--- config.mk ---
export PLATFORM = sky130hd
export DESIGN_NAME = blink_monitor
export DESIGN_NICKNAME = d
export VERILOG_FILES = /design/src/rtl/blink_pkg.sv /design/src/rtl/blink_sync_edge.sv /design/src/rtl/blink_monitor.sv
export SDC_FILE = /design/constraint.sdc
export NUM_CORES = 1
export LEC_CHECK = 0
export CAP_MARGIN = 20
export CORE_UTILIZATION = 31
export CTS_BUF_LIST = sky130_fd_sc_hd__clkbuf_4 sky130_fd_sc_hd__clkbuf_8 sky130_fd_sc_hd__clkbuf_16
export DETAILED_ROUTE_END_ITERATION = 8
export SYNTH_ARGS = -nofsm -noshare
export SYNTH_HDL_FRONTEND = slang
export SYNTH_SLANG_ARGS = --single-unit
--- constraint.sdc ---
create_clock -name clock -period 2 [get_ports clock]
set_input_delay 0.4 -clock clock [delete_from_list [all_inputs] [get_ports clock]]
set_output_delay 0.4 -clock clock [all_outputs]
set_load 0.01 [all_outputs]
--- src/rtl/blink_pkg.sv ---
// rtl/blink_pkg.sv - shared blink state encodings, line levels and default timing
package blink_pkg;

   typedef enum logic [1:0] {
      ACQ      = 2'b00,
      MEAS_ON  = 2'b01,
      MEAS_OFF = 2'b10
   } blink_state_e;

   // The generator drives ON as a low level on its bit 0
   localparam logic LED_ON_LEVEL  = 1'b0;
   localparam logic LED_OFF_LEVEL = 1'b1;

   // Default run lengths, shared with the blink generator
   localparam int unsigned BLINK_T_ON  = 5;
   localparam int unsigned BLINK_T_OFF = 4;

endpackage

--- src/rtl/blink_sync_edge.sv ---
// rtl/blink_sync_edge.sv - 2-flop synchronizer with previous-level flop and edge flag
module blink_sync_edge #(
   parameter logic RST_VAL = 1'b1
) (
   input  logic clock,
   input  logic reset,
   input  logic din,
   output logic sync_level,
   output logic sync_edge
);

   logic s1_q, s1_d;
   logic s2_q, s2_d;
   logic prev_q, prev_d;

   // Shift the raw line through two stages, then keep one cycle of history
   always_comb begin
      s1_d   = din;
      s2_d   = s1_q;
      prev_d = s2_q;
   end

   // Synchronizer and history flops come out of reset at the idle level
   always_ff @(posedge clock or posedge reset) begin
      if (reset) begin
         s1_q   <= RST_VAL;
         s2_q   <= RST_VAL;
         prev_q <= RST_VAL;
      end else begin
         s1_q   <= s1_d;
         s2_q   <= s2_d;
         prev_q <= prev_d;
      end
   end

   assign sync_level = s2_q;
   assign sync_edge  = (s2_q != prev_q);

endmodule

--- src/rtl/blink_monitor.sv ---
// rtl/blink_monitor.sv - blink line checker; BLINK_MON_STATS_EN adds ok/err counters
module blink_monitor
   import blink_pkg::*;
#(
   parameter int unsigned T_ON        = BLINK_T_ON,
   parameter int unsigned T_OFF       = BLINK_T_OFF,
   parameter int unsigned TOL         = 0,
   parameter int unsigned CNT_W       = 8,
   parameter int unsigned LOCK_N      = 3,
   parameter int unsigned STUCK_LIMIT = 200,
   parameter logic        ON_LEVEL    = LED_ON_LEVEL
) (
   input  logic             clock,
   input  logic             reset,
   input  logic             blink_in,
   output logic             meas_valid,
   output logic [CNT_W-1:0] meas_on,
   output logic [CNT_W-1:0] meas_off,
   output logic             pattern_ok,
   output logic             mismatch,
   output logic             locked,
`ifdef BLINK_MON_STATS_EN
   output logic [15:0]      ok_cnt,
   output logic [15:0]      err_cnt,
`endif
   output logic             stuck
);

   localparam int unsigned LCK_W = $clog2(LOCK_N + 1);
   localparam logic [CNT_W-1:0]        CNT_MAX   = '1;
   localparam logic [CNT_W-1:0]        STUCK_VAL = CNT_W'(STUCK_LIMIT);
   localparam logic [LCK_W-1:0]        LOCK_MAX  = LCK_W'(LOCK_N);
   localparam logic signed [CNT_W:0]   T_ON_S    = (CNT_W+1)'(T_ON);
   localparam logic signed [CNT_W:0]   T_OFF_S   = (CNT_W+1)'(T_OFF);
   localparam logic signed [CNT_W:0]   TOL_S     = (CNT_W+1)'(TOL);

   // Absolute deviation of a run from its target, one bit wider and signed
   function automatic logic in_tol(input logic [CNT_W-1:0] run,
                                   input logic signed [CNT_W:0] tgt);
      logic signed [CNT_W:0] diff;
      diff = $signed({1'b0, run}) - tgt;
      if (diff < 0) diff = -diff;
      return (diff <= TOL_S);
   endfunction

   logic sync_level;
   logic sync_edge;

   blink_sync_edge #(
      .RST_VAL (~ON_LEVEL)
   ) u_sync (
      .clock      (clock),
      .reset      (reset),
      .din        (blink_in),
      .sync_level (sync_level),
      .sync_edge  (sync_edge)
   );

   blink_state_e     state_q, state_d;
   logic [CNT_W-1:0] run_cnt_q, run_cnt_d;
   logic [CNT_W-1:0] shadow_q, shadow_d;
   logic [LCK_W-1:0] lock_cnt_q, lock_cnt_d;
   logic             discard_q, discard_d;
   logic             meas_valid_q, meas_valid_d;
   logic [CNT_W-1:0] meas_on_q, meas_on_d;
   logic [CNT_W-1:0] meas_off_q, meas_off_d;
   logic             pattern_ok_q, pattern_ok_d;
   logic             mismatch_q, mismatch_d;
   logic             locked_q, locked_d;
   logic             stuck_q, stuck_d;
`ifdef BLINK_MON_STATS_EN
   logic [15:0]      ok_cnt_q, ok_cnt_d;
   logic [15:0]      err_cnt_q, err_cnt_d;
`endif

   logic [CNT_W-1:0] cnt_inc;
   logic             stuck_hit;
   logic             period_done;
   logic             period_ok;

   // Run counter: restart at 1 on every edge, otherwise count up and saturate
   always_comb begin
      cnt_inc     = (run_cnt_q == CNT_MAX) ? run_cnt_q : run_cnt_q + CNT_W'(1);
      run_cnt_d   = sync_edge ? CNT_W'(1) : cnt_inc;
      // Fires once on reaching the limit; an edge in the same cycle wins
      stuck_hit   = !sync_edge && (cnt_inc == STUCK_VAL) && (run_cnt_q != STUCK_VAL);
      period_done = sync_edge && (state_q == MEAS_OFF);
      period_ok   = in_tol(shadow_q, T_ON_S) && in_tol(run_cnt_q, T_OFF_S);
   end

   // FSM state register
   always_ff @(posedge clock or posedge reset) begin
      if (reset) state_q <= ACQ;
      else       state_q <= state_d;
   end

   // FSM next state: a stuck line always forces reacquisition
   always_comb begin
      state_d = state_q;
      if (stuck_hit) begin
         state_d = ACQ;
      end else begin
         case (state_q)
            ACQ:      if (sync_edge && (sync_level == ON_LEVEL)) state_d = MEAS_ON;
            MEAS_ON:  if (sync_edge) state_d = MEAS_OFF;
            MEAS_OFF: if (sync_edge) state_d = MEAS_ON;
            default:  state_d = ACQ;
         endcase
      end
   end

   // FSM outputs: shadow capture, period report, lock and stuck tracking
   always_comb begin
      shadow_d     = shadow_q;
      lock_cnt_d   = lock_cnt_q;
      discard_d    = discard_q;
      meas_valid_d = 1'b0;
      meas_on_d    = meas_on_q;
      meas_off_d   = meas_off_q;
      pattern_ok_d = pattern_ok_q;
      mismatch_d   = 1'b0;
      locked_d     = locked_q;
      stuck_d      = stuck_q;
`ifdef BLINK_MON_STATS_EN
      ok_cnt_d     = ok_cnt_q;
      err_cnt_d    = err_cnt_q;
`endif

      if (state_q == MEAS_ON && sync_edge) shadow_d = run_cnt_q;

      if (sync_edge) stuck_d = 1'b0;

      if (stuck_hit) begin
         stuck_d    = 1'b1;
         locked_d   = 1'b0;
         lock_cnt_d = '0;
         discard_d  = 1'b1;
`ifdef BLINK_MON_STATS_EN
         if (err_cnt_q != 16'hFFFF) err_cnt_d = err_cnt_q + 16'd1;
`endif
      end else if (period_done) begin
         if (discard_q) begin
            // The period begun during acquisition has an unreliable history
            discard_d = 1'b0;
         end else begin
            meas_valid_d = 1'b1;
            meas_on_d    = shadow_q;
            meas_off_d   = run_cnt_q;
            pattern_ok_d = period_ok;
            mismatch_d   = !period_ok;
            if (period_ok) begin
               if (lock_cnt_q != LOCK_MAX) lock_cnt_d = lock_cnt_q + LCK_W'(1);
               locked_d = (lock_cnt_d == LOCK_MAX);
`ifdef BLINK_MON_STATS_EN
               if (ok_cnt_q != 16'hFFFF) ok_cnt_d = ok_cnt_q + 16'd1;
`endif
            end else begin
               lock_cnt_d = '0;
               locked_d   = 1'b0;
`ifdef BLINK_MON_STATS_EN
               if (err_cnt_q != 16'hFFFF) err_cnt_d = err_cnt_q + 16'd1;
`endif
            end
         end
      end
   end

   // Datapath and output registers
   always_ff @(posedge clock or posedge reset) begin
      if (reset) begin
         run_cnt_q    <= '0;
         shadow_q     <= '0;
         lock_cnt_q   <= '0;
         discard_q    <= 1'b1;
         meas_valid_q <= 1'b0;
         meas_on_q    <= '0;
         meas_off_q   <= '0;
         pattern_ok_q <= 1'b0;
         mismatch_q   <= 1'b0;
         locked_q     <= 1'b0;
         stuck_q      <= 1'b0;
`ifdef BLINK_MON_STATS_EN
         ok_cnt_q     <= '0;
         err_cnt_q    <= '0;
`endif
      end else begin
         run_cnt_q    <= run_cnt_d;
         shadow_q     <= shadow_d;
         lock_cnt_q   <= lock_cnt_d;
         discard_q    <= discard_d;
         meas_valid_q <= meas_valid_d;
         meas_on_q    <= meas_on_d;
         meas_off_q   <= meas_off_d;
         pattern_ok_q <= pattern_ok_d;
         mismatch_q   <= mismatch_d;
         locked_q     <= locked_d;
         stuck_q      <= stuck_d;
`ifdef BLINK_MON_STATS_EN
         ok_cnt_q     <= ok_cnt_d;
         err_cnt_q    <= err_cnt_d;
`endif
      end
   end

   assign meas_valid = meas_valid_q;
   assign meas_on    = meas_on_q;
   assign meas_off   = meas_off_q;
   assign pattern_ok = pattern_ok_q;
   assign mismatch   = mismatch_q;
   assign locked     = locked_q;
   assign stuck      = stuck_q;
`ifdef BLINK_MON_STATS_EN
   assign ok_cnt     = ok_cnt_q;
   assign err_cnt    = err_cnt_q;
`endif

endmodule

Word level (Yosys, flattened, before mapping)
Index checks and enable logic that the tools add are counted.
Operators by class
  add/subtract/negate cells: 6
  magnitude comparators: 4
  equality and inequality tests: 12
  mux-type cells: 32
  bitwise gates (word level): 3
  reduce and logical (&&, ||, !) cells: 14
Operators by type and width (count)
  $mux 2: 13
  $le 9x1->1 const B: 2
  $lt 9x1->1 const B: 2
  $mux 9: 2
  $neg 9->9: 2
  $sub 8x3->9 const B: 2
  $eq 8x8->1 const B: 2
  $mux 8: 2
  $mux 1: 14
  $ne 3x3->1 const B: 3
  $add 8x1->8 const B: 1
  $ne 8x8->1 const B: 1
  $logic_and 1x1->1: 6
  $pmux 2 s3: 1
  $reduce_and 3->1: 2
  $eq 2x2->1 const B: 2
  $reduce_bool 2->1: 2
  $not 1->1: 3
  $add 2x1->2 const B: 1
  $eq 2x1->1 const B: 1
  $logic_not 1->1: 2
  $logic_not 2->1: 1
  $ne 2x1->1 const B: 1
  $ne 2x2->1 const B: 1
  2 further kinds: 2
Storage, ports and cells
  bits in registers: 45
  input port bits: 3
  output and inout bits: 21
  logic and storage cells: 86

Logic depth before layout (Yosys ltp)
  word-level depth: 14
  mapped depth: 9
  depth with buffers taken out: 7

Cells and area by module
From an unflattened synthesis, not the netlist that was laid out.
Second synthesis, totals
  cell total of the unflattened synthesis: 197
  area total of the unflattened synthesis: 2024.4 µm²
By module, submodules not included
  blink_monitor: times used 1, cells each 192, area an instance 1933.1 µm², seq. area each 1052.3 µm²
  blink_sync_edge: times used 1, cells each 5, area an instance 91.3 µm², seq. area each 78.8 µm²

Least setup slack after synthesis
Ideal clock, no wire load.
  path kind: register -> register
  start: register u_sync.s2_q (netlist: u_sync.sync_level)
  end: register meas_off_q[0] (netlist: meas_off[0])
  setup time: 0.130 ns
  arrival: 1.892 ns
  slack: -0.022 ns
  stages on the path, launching flop included: 9
  path through: dfstp_2 inv_1 ha_1 or3b_1 or2_1 buf_2 clkbuf_1 nand2_1 o21ai_1
Between the ends
  word-level cells in the longest chain between the ends: 6
  elaborated cells between the ends (all ways): 7
  classes of those cells: eq/ne (1); bitwise (1); reduce/logical (5)
Ends and longest elaborated chain
  start: declaration: RTL line blink_sync_edge.sv:13  | logic s2_q, s2_d;
  start signal: assignment: RTL line blink_sync_edge.sv:27  | s2_q <= RST_VAL;
  start signal: assignment: RTL line blink_sync_edge.sv:31  | s2_q <= s2_d;
  $ne 1x1->1 (*): RTL line blink_sync_edge.sv:37  | assign sync_edge = (s2_q != prev_q);
  $logic_not 1->1: RTL line blink_monitor.sv:86  | stuck_hit = !sync_edge && (cnt_inc == STUCK_VAL) && (run_cnt_q != STUCK_VAL);
  $logic_and 1x1->1 (2 in series): RTL line blink_monitor.sv:86
  $not 1->1 (no source line)
  $reduce_and 3->1 (no source line) (*)
  end signal: assignment: RTL line blink_monitor.sv:193  | meas_off_q <= meas_off_d;
  end: declaration: RTL line blink_monitor.sv:66  | logic [CNT_W-1:0] meas_off_q, meas_off_d;
Every way passes the cells marked *; elsewhere a longest branch is shown, timed or not.
A chain may end at the register's enable or synchronous reset.

Worst setup path after layout
  start: register u_sync.s2_q (netlist: u_sync.sync_level)
  end: register lock_cnt_q[0]
Between the ends
  word-level cells in the longest chain between the ends: 6
  elaborated cells between the ends (all ways): 9
  classes of those cells: eq/ne (2); mux (1); reduce/logical (6)
Ends and longest elaborated chain
  $ne 1x1->1 (*): RTL line blink_sync_edge.sv:37
  $logic_not 1->1: RTL line blink_monitor.sv:86
  $logic_and 1x1->1 (2 in series): RTL line blink_monitor.sv:86
  $ne 2x1->1 (no source line) or $reduce_bool 2->1 (tied branches)
  $reduce_and 2->1 (no source line)
  end signal: assignment: RTL line blink_monitor.sv:189  | lock_cnt_q <= lock_cnt_d;
  end: declaration: RTL line blink_monitor.sv:62  | logic [LCK_W-1:0] lock_cnt_q, lock_cnt_d;
Marks and branches as above.

==> qor.yml <==
critical_path:
  cp.required_ns: 2.18
  reg2reg_depth: 7
  rrSetupSlack_ns: 0.07
  end_kind: "flip-flop"
  critPathMaxFanout: 14
  r2r-end: "lock_cnt_q[0]"
  rr_startpoint: "u_sync.sync_level"
  startpoint_type: "flip-flop"
  path_class: "flip-flop to flip-flop"
  cp.arrival_ns: 2.11
drt:
  met3_length_um: 163
  wl_per_cell_um: 13.2
  vias: 1529
  dr_wl_met2_um: 2040
  wl_um: 4200
  drc: 6
  drtIter0Drc: 88
  top_layer_used: "met4"
  dr.pass1.iters: 8
  met1_length_um: 1960
  postRouteAntennaNets: 0
  routed_via_density: 4.79
timing:
  setup_viol: 0
  fmax_ghz: 0.518
  post-route-period-util_pct: 96.4
  rsz0062_at_grt: "true"
  fin_worst_skew_ns: 0.00344
  fin_hold_ws_ns: 0.360
  hold_violations: 0
  min_period_ns: 1.93
  maxSlewHeadroom_pct: 65.5
  drv_slew: 0
  worst_slew_pin_slew_ns: 0.514
synthesis:
  synth_edf_count: 0
  synth_flop_cell: "dfrtp_1"
  synth_top_area_cell: "dfrtp_1"
  yosys_warnings: 0
  ys_types: 48
  syn_avg_cell_area_um2: 10.7
  synth_area_leaders: "dfrtp_1 (49%), nand2_1 (8.6%), dfstp_2 (5.0%), ha_1 (4.8%), mux2_2 (2.7%)"
  yosysSeqAreaShare_pct: 53.8
  syn-num-nets: 208
  syn_inst: 197
  synthDominantCellAreaShare_pct: 48.8
  async_flop_share_pct: 100
  netlist_area_mm2: 0.00210
  ys_ff_latch: 45
hold_path:
  min_from: "u_sync.s1_q"
  hp-class: "flip-flop to flip-flop"
  hold-path-cell-count: 0
  hold_end: "u_sync.sync_level"
grt:
  grt_use_total_pct: 12.5
  grt_pass1_vias: 1449
  overflow: 0
  grt_max_degree: 20
  antenna_found_initial: 0
  grt_pass1_wl_um: 7000
finish:
  n_antenna_cell: 0
  layout.cells.most_common: "nand2_1"
  final_nets: 253
  final_cell_mix: "nand2_1 (48), dfrtp_1 (37), buf_4 (24), clkdlybuf4s50_1 (23), o21ai_1 (10)"
  drive_gt1_share_pct: 26.4
  fillCellCount: 622
  areaGrowthSynthToFinish_pct: 29.0
  post-route-util_pct: 42.0
floorplan:
  die_h_um: 84.4
  start_util_pct: 32.6
  rows: 29
  io_pins: 24
  core_mm2: 0.00646
  die_area_mm2: 0.00712
  die_w_um: 84.4
flow_run:
  drv_cap: 0
clock_network:
  numCtsBuffers: 5
  cts_max_level: 2
  cts_tree: "done"
  clk_path_buf_depth: 2
  clk-insertion-delay-late_ns: 0.29
  hold_buffers: 0
  cts_root_buf: "clkbuf_8"
  clock_sinks: 45
  clk_pin_slew_worst_paths_ns: 0.08
power_and_ir_drop:
  p_per_area_mw_per_mm2: 936
  leakagePower_nw: 1.27
  peakVddDrop_v: 0.000234
placed_design:
  dp_hpwl_um: 3060
  gp_congestion: 0.801
  port_buffers: 23
run_status:
  status: "finished, violations left"
  failed_checks: "design-rule violations"
-- flip-flops by register name, indices dropped and copies added, names as in the netlist, 2 cells and up --
signal,flops
lock_cnt_q,2
shadow_q,8
state_q,2
meas_off,8
meas_on,8
run_cnt_q,8
-- power breakdown --
group	internal (W)	switching, W	total [W]	leakage (nW)
Sequential	0.00105	0.000104	0.00116	0.592
Combinational	0.000410	0.000394	0.000804	0.635
Clock	0.000288	0.000289	0.000577	0.0477
-- final cells by class --
class | count | area (um2) | share of cell area, %
Tap cell | 77 | 96.3 | 3.55
Sequential cell | 45 | 1140 | 41.9
Timing Repair Buffer | 48 | 430 | 15.9
Multi-Input combinational cell | 130 | 916 | 33.7
Inverter | 12 | 45.0 | 1.66
Clock buffer | 7 | 90.1 | 3.32
-- what timing repair did --
action | in CTS | in global routing
setup buffers | 0 | 5
gates resized for setup | 0 | 17
endpoints found under the setup margin | 0 | 20
-- metrics by stage --
stage	cell area (um2)	cells	TNS [ns]	power, W	setup WS, ns
2_1_floorplan	2110	197	0	0.00158	0.0222
3_3_place_gp	2530	307	0	0.00191	0.0652
3_5_place_dp	2530	307	0	0.00193	0.0527
4_1_cts	2630	314	0	0.00252	0.0405
5_1_grt	2710	319	-0.111	0.00271	-0.0191
6_report	2710	319	0	0.00254	0.0711
-- worst max path at each step --
stage | from | end | slack [ns] | cells past startpoint
global placement | u_sync.sync_level | lock_cnt_q[0] | 0.07 | 7
finish | u_sync.sync_level | lock_cnt_q[0] | 0.07 | 7
detailed placement | u_sync.sync_level | lock_cnt_q[0] | 0.05 | 7
floorplan | u_sync.sync_level | meas_off[0] | 0.02 | 8
global route | u_sync.sync_level | meas_off[6] | -0.02 | 8
CTS | u_sync.sync_level | lock_cnt_q[0] | 0.04 | 7
-- logic make-up after synthesis --
| kind of cell | synth area share (%) |
|---|---|
| multiplexers | 2.68 |
| AO/OA/AOI/OAI | 12.6 |
| AND/OR/NAND/NOR | 19.7 |
| adder cells (fa/ha/maj) | 4.76 |
| XOR/XNOR | 1.67 |
| flip-flops | 53.8 |
| buffers and inverters | 4.88 |
-- synth_stat cells, types with 2 or more instances --
library cell   n
nand2_1       48
o21ai_0        4
xnor2_1        4
nor2_1         5
mux2_2         5
clkbuf_1       4
nand4_1        2
nand3b_1       2
and4b_1        2
and2_1         2
dfstp_2        4
o22ai_1        2
o211ai_1       3
nor2b_1        2
and3_1         3
a21o_1         3
o21ai_1        9
dfrtp_1       41
nor4b_1        2
inv_1         11
buf_4          5
ha_1           8
-- layer usage --
metal  vias to the layer above  global-route usage [%]
met2                        23                    20.2
li1                        766                       -
met3                         5                    3.34
met4                         0                    3.70
met1                       735                    16.5
met5                         -                       0
-- critical path: stages, from the launching register on --
cell and delay, ns:
dfstp_2 0.53, inv_1 0.04, ha_1 0.29, or3b_1 0.37, or2_4 0.25, buf_4 0.18
nand2_1 0.09, o22ai_2 0.07
Note: power is estimated with default switching activity, not from simulation.
